==> config.mk <==
export PLATFORM = sky130hd
export DESIGN_NAME = hmm_obs_gen
export DESIGN_NICKNAME = d
export VERILOG_FILES = /design/src/rtl/hmm_obs_gen.sv
export SDC_FILE = /design/constraint.sdc
export NUM_CORES = 1
export LEC_CHECK = 0
export BUFFER_PORTS_ARGS = -buffer_cell sky130_fd_sc_hd__buf_2
export CAP_MARGIN = 5
export CELL_PAD_IN_SITES_DETAIL_PLACEMENT = 1
export CELL_PAD_IN_SITES_GLOBAL_PLACEMENT = 1
export CORE_ASPECT_RATIO = 0.8
export CORE_MARGIN = 4
export CORE_UTILIZATION = 34
export CTS_BUF_LIST = sky130_fd_sc_hd__clkbuf_16
export CTS_CLUSTER_DIAMETER = 100
export DETAILED_ROUTE_END_ITERATION = 16
export GPL_TIMING_DRIVEN = 0
export MAX_ROUTING_LAYER = met4
export PLACE_DENSITY_LB_ADDON = 0.1
export SLEW_MARGIN = 40
export SYNTH_ARGS = -nofsm -noshare
export SYNTH_HDL_FRONTEND = slang
export SYNTH_SLANG_ARGS = --single-unit
==> constraint.sdc <==
create_clock -name clk -period 5 [get_ports clk]
set_clock_uncertainty 0.05 [all_clocks]
set_input_delay 1 -clock clk [delete_from_list [all_inputs] [get_ports clk]]
set_output_delay 1 -clock clk [all_outputs]
set_load 0.02 [all_outputs]
==> src/rtl/hmm_obs_gen.sv <==
// HMM observation generator: draws a hidden-state path and its emitted symbols from LFSR samples
// and streams them over a valid/ready handshake. Define HMM_GOLDEN_PATH_EN to add the golden_path port.
module hmm_obs_gen #(
  parameter int N  = 8,
  parameter int I  = 3,
  parameter int K  = 3,
  parameter int P  = 8,
  parameter int LW = $clog2(N),
  parameter int SW = $clog2(I),
  parameter int OW = $clog2(K)
) (
  input  logic              clk,
  input  logic              rst,
  input  logic              start,
  input  logic [LW-1:0]     length,
  input  logic [15:0]       seed,
  input  logic [I*P-1:0]    cumC,
  input  logic [I*I*P-1:0]  cumA,
  input  logic [I*K*P-1:0]  cumB,
  output logic [OW-1:0]     obs_out,
  output logic              obs_valid,
  input  logic              obs_ready,
  output logic              obs_first,
  output logic [SW-1:0]     state_out,
  output logic              busy,
`ifdef HMM_GOLDEN_PATH_EN
  output logic [N*SW-1:0]   golden_path,
`endif
  output logic              done
);

  // state | meaning
  // IDLE  | waiting for start
  // INIT  | draw initial hidden state from cumC
  // EMIT  | draw symbol from cumB row of current state, raise obs_valid
  // WAIT  | hold symbol until obs_ready handshake
  // TRANS | draw next hidden state from cumA row
  // DONE  | one-cycle done pulse, drop busy
  typedef enum logic [2:0] {S_IDLE, S_INIT, S_EMIT, S_WAIT, S_TRANS, S_DONE} fsm_t;

  fsm_t            fsm_q, fsm_nxt;
  logic [LW-1:0]   t_q, t_nxt;
  logic [LW-1:0]   len_q, len_nxt;
  logic [15:0]     lfsr_q, lfsr_nxt;
  logic [SW-1:0]   cur_q, cur_nxt;
  logic [OW-1:0]   obs_nxt;
  logic [SW-1:0]   state_out_nxt;
  logic            valid_nxt, first_nxt, busy_nxt, done_nxt;
  logic [P-1:0]    r;
  logic [I*P-1:0]  row_a;
  logic [K*P-1:0]  row_b;
`ifdef HMM_GOLDEN_PATH_EN
  logic [N*SW-1:0] golden_q, golden_nxt;
`endif

  function automatic logic [15:0] lfsr_adv(input logic [15:0] l);
    return l[0] ? ((l >> 1) ^ 16'hB400) : (l >> 1);
  endfunction

  // Index = how many of the first n-1 thresholds the sample meets; last entry is never read.
  function automatic logic [SW-1:0] idx_i(input logic [P-1:0] rv, input logic [I*P-1:0] row);
    logic [SW-1:0] c;
    c = '0;
    for (int j = 0; j < I-1; j++)
      if (rv >= row[j*P +: P]) c = c + 1'b1;
    return c;
  endfunction

  function automatic logic [OW-1:0] idx_k(input logic [P-1:0] rv, input logic [K*P-1:0] row);
    logic [OW-1:0] c;
    c = '0;
    for (int j = 0; j < K-1; j++)
      if (rv >= row[j*P +: P]) c = c + 1'b1;
    return c;
  endfunction

  assign r     = lfsr_q[P-1:0];
  assign row_a = cumA[int'(cur_q)*I*P +: I*P];
  assign row_b = cumB[int'(cur_q)*K*P +: K*P];

  always_comb begin
    fsm_nxt       = fsm_q;
    t_nxt         = t_q;
    len_nxt       = len_q;
    lfsr_nxt      = lfsr_q;
    cur_nxt       = cur_q;
    obs_nxt       = obs_out;
    state_out_nxt = state_out;
    valid_nxt     = obs_valid;
    first_nxt     = obs_first;
    busy_nxt      = busy;
    done_nxt      = 1'b0;
`ifdef HMM_GOLDEN_PATH_EN
    golden_nxt    = golden_q;
`endif
    case (fsm_q)
      S_IDLE: begin
        if (start) begin
          lfsr_nxt = (seed == 16'h0000) ? 16'h0001 : seed;
`ifdef HMM_GOLDEN_PATH_EN
          golden_nxt = '0;
`endif
          if (length != '0) begin
            len_nxt  = length;
            busy_nxt = 1'b1;
            fsm_nxt  = S_INIT;
          end else begin
            fsm_nxt  = S_DONE;
          end
        end
      end
      S_INIT: begin
        cur_nxt  = idx_i(r, cumC);
        t_nxt    = '0;
        lfsr_nxt = lfsr_adv(lfsr_q);
        fsm_nxt  = S_EMIT;
      end
      S_EMIT: begin
        obs_nxt       = idx_k(r, row_b);
        state_out_nxt = cur_q;
        first_nxt     = (t_q == '0);
        valid_nxt     = 1'b1;
        lfsr_nxt      = lfsr_adv(lfsr_q);
`ifdef HMM_GOLDEN_PATH_EN
        golden_nxt[int'(t_q)*SW +: SW] = cur_q;
`endif
        fsm_nxt       = S_WAIT;
      end
      S_WAIT: begin
        if (obs_valid && obs_ready) begin
          valid_nxt = 1'b0;
          first_nxt = 1'b0;
          fsm_nxt   = (t_q == len_q - 1'b1) ? S_DONE : S_TRANS;
        end
      end
      S_TRANS: begin
        cur_nxt  = idx_i(r, row_a);
        t_nxt    = t_q + 1'b1;
        lfsr_nxt = lfsr_adv(lfsr_q);
        fsm_nxt  = S_EMIT;
      end
      S_DONE: begin
        done_nxt = 1'b1;
        busy_nxt = 1'b0;
        fsm_nxt  = S_IDLE;
      end
      default: fsm_nxt = S_IDLE;
    endcase
  end

  always_ff @(posedge clk) begin
    if (rst) begin
      fsm_q     <= S_IDLE;
      t_q       <= '0;
      len_q     <= '0;
      lfsr_q    <= 16'h0001;
      cur_q     <= '0;
      obs_out   <= '0;
      state_out <= '0;
      obs_valid <= 1'b0;
      obs_first <= 1'b0;
      busy      <= 1'b0;
      done      <= 1'b0;
`ifdef HMM_GOLDEN_PATH_EN
      golden_q  <= '0;
`endif
    end else begin
      fsm_q     <= fsm_nxt;
      t_q       <= t_nxt;
      len_q     <= len_nxt;
      lfsr_q    <= lfsr_nxt;
      cur_q     <= cur_nxt;
      obs_out   <= obs_nxt;
      state_out <= state_out_nxt;
      obs_valid <= valid_nxt;
      obs_first <= first_nxt;
      busy      <= busy_nxt;
      done      <= done_nxt;
`ifdef HMM_GOLDEN_PATH_EN
      golden_q  <= golden_nxt;
`endif
    end
  end

`ifdef HMM_GOLDEN_PATH_EN
  assign golden_path = golden_q;
`endif

endmodule
Yosys cells after proc, flatten, opt, wreduce, memory -nomap -nowiden
Cells that the tools add are included.
- magnitude comparators: 6
- multiplexer cells: 27
- shift operators: 2
- add/subtract/negate cells: 5
- reduce and logical (&&, ||, !) cells: 16
- multiply operators: 1
- bitwise logic cells: 1
- eq/ne operators: 9
- operators with widths (operator ; count):
    72-bit by 32-bit indexed part select with 16-bit output ; 1
    72-bit by 8-bit indexed part select with 16-bit output ; 1
    8-bit >= comparator ; 6
    16-bit 2-to-1 mux ; 3
    16-bit one-hot mux with 2 select lines ; 1
    16-bit zero test ; 1
    2-bit 2-to-1 mux ; 6
    3-bit one-hot mux with 4 select lines ; 1
    3-bit 2-to-1 mux ; 3
    1-bit 2-to-1 mux ; 8
    2-bit nonzero test ; 4
    2-bit by 1-bit adder with 2-bit output (second input constant) ; 3
    3-bit by 2-bit == test with 1-bit output (second input constant) ; 2
    3-bit == test (second input constant) ; 2
    3-bit zero test ; 2
    2-bit != test (second input constant) ; 3
    1-bit one-hot mux with 2 select lines ; 3
    3-bit one-hot mux with 2 select lines ; 1
    2-bit AND reduction ; 3
    3-bit AND reduction ; 2
    2-bit by 2-bit multiplier with 4-bit output (second input constant) ; 1
    3-bit inverter with 4-bit output ; 1
    2-bit one-hot mux with 2 select lines ; 1
    3-bit by 1-bit adder with 3-bit output (second input constant) ; 1
    7 further kinds ; 7
- word-level logic and storage cells: 78
- bits of input ports: 191
- output and inout port bits: 8
- register bits after elaboration: 35

Depth between registers and ports, before layout
- depth in word-level cells: 8
- depth in mapped cells: 14
- gate-level depth less buffers: 11

Least setup slack after synthesis
Ideal clock, no wire load.
- path kind: in2reg
- start point: in cumA[50]
- end point: reg cur_q[0]
- path buffers: 0
- slack: 2286 ps
- stages on the path: 11
- data arrival time: 2530 ps
- required time: 4816 ps
- setup time: 134 ps
- cell sequence: mux2i_1 > nor2_1 > a21oi_1 > ha_1 > a21oi_1 > o21ai_0 > a41oi_1 > o21ai_0 > ha_1 > o22ai_1 > a211oi_1
- cells in the longest elaborated chain, start to end: 7
- elaborated cells between the ends (all ways): 8
- classes of those cells: add/sub: 1; order compare: 2; shift: 1; mux: 4
- RTL lines (what ; line ; RTL):
    from (decl) ; 18 ; input logic [I*I*P-1:0] cumA,
    72-bit by 32-bit indexed part select with 16-bit output (*) ; 78 ; assign row_a = cumA[int'(cur_q)*I*P +: I*P];
    8-bit >= comparator ; 65 ; if (rv >= row[j*P +: P]) c = c + 1'b1;
    1-bit 2-to-1 mux ; 65 ;
    2-bit 2-to-1 mux ; 96 ; case (fsm_q)
    2-bit by 1-bit adder with 2-bit output ; 65 ;
    2-bit 2-to-1 mux (*) ; 65 ;
    2-bit one-hot mux with 2 select lines (*) ; 96 ;
    to (signal assigned) ; 172 ; cur_q <= cur_nxt;
    to (decl) ; 45 ; logic [SW-1:0] cur_q, cur_nxt;
Every way passes the cells marked *; elsewhere a longest branch is shown, timed or not. The select of a mux whose other input is x is not followed.
A chain may end at the register's enable or synchronous reset.

Final worst setup path
- start point: reg cur_q[0]
- end point: reg cur_q[0]
- cells in the longest elaborated chain, start to end: 8
- elaborated cells between the ends (all ways): 9
- classes of those cells: add/sub: 1; mul: 1; order compare: 2; shift: 1; mux: 4
- RTL lines (what ; line):
    2-bit by 2-bit multiplier with 4-bit output (*) ; 78
    72-bit by 32-bit indexed part select with 16-bit output (*) ; 78
    8-bit >= comparator ; 65
    1-bit 2-to-1 mux ; 65
    2-bit 2-to-1 mux ; 96
    2-bit by 1-bit adder with 2-bit output ; 65
    2-bit 2-to-1 mux (*) ; 65
    2-bit one-hot mux with 2 select lines (*) ; 96
Marks and branches as above.

==> key figures <==
Pwr
  • Leakage: 0.00222 uW
  • Power, Total: 2530 uW
  • PwrDens: 533 nW/um2
  • Peak VDD IR: between 0.0002 and 0.0003 V

Clocking
  • Worst skew pair latency: between 0.2 and 0.3 ns
  • Clk Tree Root Cell: clkbuf_16
  • Buffer depth of the longest clock path: 2
  • CTS tree: yes
  • H-tree Lvls: 2
  • Clock-pin slew on the worst setup and hold paths: ~0.060 ns
  • Clk sinks: 35
  • Cts bufs inserted: 5
  • PostCTS Resize Cnt: 0
  • Hold_buf cts: 0
  • Post-CTS setup buffers: 0

Placed design
  • Port Buffers: 141
  • DP Area: 4600 um2
  • Hpwl dp: 11100 um
  • Routability cong.: around 0.81
  • Placed insts: approximately 790

STA
  • Period minus WS final: 3.32 ns
  • Max Freq: 301 MHz
  • Final setup fails: 0
  • Setup TNS Final: 0 ns
  • Slew headroom: 46.6%
  • Period utilization: 66.4%
  • Final Hold Fails: 0
  • Worst-margin pin slew: 0.794 ns
  • Fin. max-slew vios: 0
  • Fin Hold WS: 0.410 ns
  • Unrepaired setup endpoints after global routing: false

Hold path
  • Hold Startpoint: len_q[1]$_SDFFE_PP0P_
  • Cells on Worst Hold Path: 2
  • Hold EP: len_q[1]$_SDFFE_PP0P_
  • Hold Crit Class: register to register

Finish
  • Final net count: 897
  • Antenna cells: 0
  • Syn-to-layout area delta: 27.5%
  • Cell Count, Final, Fillers Out: 793
  • Final instance area: ~4700 um2
  • Ratio of cells with drive above 1 in the final layout: 24.2%

Floorplanning
  • Initial Util: 35.6%
  • Die height: ~100 um
  • Die width: 125 um
  • # IOs: 199
  • Core ar.: 10400 um2
  • Row cnt: 33
  • Die Area: 12700 um2

Global route
  • All-layer global routing usage: 22.7%
  • Gr ovfl total: 0
  • Largest net degree at the start of global routing: 12
  • Initial antenna violation count: 0
  • First-pass GRT wire length: 22800 um
  • Number of global-route vias before repair: around 4600

Route
  • Via density: approximately 5.4
  • Via Count: 4259
  • WL per Instance: between 15 and 20 um
  • Detailed-route DRC error count: 0
  • DR iter-0 viols: 190
  • Detailed Routing Iterations Pass 1: 4
  • Routed wire length: 13800 um
  • Post-route ant nets: 0

Yosys
  • Post-synthesis sequential area ratio: 18.8%
  • Synth Register Bits: 35
  • Post-synthesis instance total: between 500 and 600
  • Synth Warn #: 0
  • Area of the mapped netlist: 3720 um2
  • Syn_nets: between 700 and 800
  • Yosys cell types: 40
  • Avg Cell Area, Syn: approximately 7.4 um2

Worst setup path
  • Path depth of the worst reg2reg path: 13
  • CP startpoint kind: register
  • CP Class: register to register
  • Worst R2R End: cur_q[0]$_SDFFE_PP0P_
  • Endpoint class of the critical path: register
  • Worst EP required: 5.10 ns
  • Crit Reg-Reg Startpoint: cur_q[0]$_SDFFE_PP0P_
  • Worst EP arrival: between 3 and 4 ns
  • R2R Setup Slk: 1.68 ns
  • Critical Path Fanout Max: 10

Run
  • Max-cap check violation count: 0

Outcome
  • Status: completed
metal layers:
layer / track usage [%] / wire length (um) / vias to the layer above / share of wire [%]
li1: - / - / 2126 / -
met1: 30.7 / 6840 / 1994 / 50
met2: 37.0 / 6060 / 127 / 44
met3: 3.69 / 786 / 12 / 5.7
met4: 3.42 / 103 / 0 / 0.75
met5: - / 0 / - / 0
kinds of logic after synthesis:
family	count (synthesis)	synth area share [%]
AND/OR/NAND/NOR	158	19.9
AO/OA/AOI/OAI	157	25.3
buffers and inverters	57	6.43
adder cells (fa/ha/maj)	54	18.2
multiplexers	36	9.69
flip-flops	35	18.8
XOR/XNOR	7	1.65
synth_stat cells:
master | instances | area share (%)
a21oi_1 | 66 | 8.9
nor2b_1 | 22 | 3.7
o31a_1 | 1 | 0.24
inv_1 | 22 | 2.2
and2_1 | 3 | 0.50
nor4b_1 | 1 | 0.24
nand2_1 | 40 | 4.0
mux2i_1 | 36 | 9.7
o211ai_1 | 7 | 1.4
nand2b_1 | 2 | 0.34
and3_1 | 1 | 0.17
nor4_1 | 6 | 1.0
ha_1 | 54 | 18
nand3b_1 | 5 | 1.0
a2111oi_0 | 5 | 1.2
or3_1 | 1 | 0.17
nor3_1 | 4 | 0.54
nor3b_1 | 2 | 0.40
o21ai_0 | 35 | 4.7
dfxtp_1 | 35 | 19
xor2_1 | 6 | 1.4
buf_2 | 8 | 1.1
xnor2_1 | 1 | 0.24
nand4_1 | 1 | 0.17
buf_6 | 2 | 0.61
o22ai_1 | 17 | 2.9
a2bb2oi_1 | 1 | 0.24
a31oi_1 | 1 | 0.17
and3b_1 | 1 | 0.24
nor2_1 | 58 | 5.9
a22oi_1 | 1 | 0.20
or4_1 | 1 | 0.20
a211oi_1 | 2 | 0.40
o21a_1 | 4 | 0.81
a41oi_1 | 7 | 1.6
nand3_1 | 10 | 1.3
o221ai_2 | 1 | 0.40
o311ai_0 | 8 | 1.9
clkbuf_1 | 25 | 2.5
a221oi_1 | 1 | 0.24
registers in the layout, summed over array words and instances (netlist names):
signal     flops
done           1
obs_out        2
fsm_q          3
cur_q          2
len_q          3
state_out      2
obs_valid      1
obs_first      1
busy           1
t_q            3
lfsr_q        16
power breakdown:
part,internal (uW),switching [uW]
clock,179,123
sequential,376,162
combinational,693,995
total,1250,1280
per-stage QoR:
stage	utilization (%)	setup WS (ns)
global route	45.4	1.33
finish	45.4	1.68
global placement	44.0	1.66
floorplan	-	2.29
detailed placement	44.1	1.63
CTS	45.4	1.63
cells in the final DEF, fill, tap and decap left out, types with 5 or more instances in the layout:
master	synthesis	final
nor4_1	6	6
a2111oi_0	5	5
nor2_1	58	58
o311ai_0	8	8
a41oi_1	7	7
nor2b_1	22	22
nand3_1	10	10
nand2_1	40	40
o211ai_1	7	7
nand3b_1	5	5
o21ai_0	35	35
a21oi_1	66	66
ha_1	54	54
clkbuf_16	0	5
o22ai_1	17	17
clkbuf_1	25	25
inv_1	22	23
buf_2	8	149
xor2_1	6	6
dfxtp_1	35	35
mux2i_1	36	36
critical path, cell delays in order, from the launching register on:
cell and delay, ns:
dfxtp_1 0.30, clkbuf_1 0.31, nor2b_1 0.18, clkbuf_1 0.19, clkbuf_1 0.44, a21oi_1 0.16
ha_1 0.31, a21oi_1 0.14, o21ai_0 0.09, a41oi_1 0.27, o21ai_0 0.15, ha_1 0.28
o22ai_1 0.20, a211oi_1 0.09
worst max-delay path by stage:
stage | startpoint | endpoint | cells past startpoint
CTS | cur_q[0]$_SDFFE_PP0P_ | cur_q[0]$_SDFFE_PP0P_ | 13
global route | cur_q[1]$_SDFFE_PP0P_ | cur_q[0]$_SDFFE_PP0P_ | 13
floorplan | cumA[50] | cur_q[0]$_SDFFE_PP0P_ | 11
detailed placement | cur_q[0]$_SDFFE_PP0P_ | cur_q[0]$_SDFFE_PP0P_ | 13
finish | cur_q[0]$_SDFFE_PP0P_ | cur_q[0]$_SDFFE_PP0P_ | 13
global placement | cur_q[0]$_SDFFE_PP0P_ | cur_q[0]$_SDFFE_PP0P_ | 13
cell type report:
type	count	area, um2
buffer	35	156
clock inverter	3	11.3
tap	140	175
timing repair buffer	141	706
fill	1372	5710
inverter	22	82.6
sequential	35	701
clock buffer	5	125
multi-input combinational	412	2780
No activity file was read; power rests on OpenSTA's default activity.
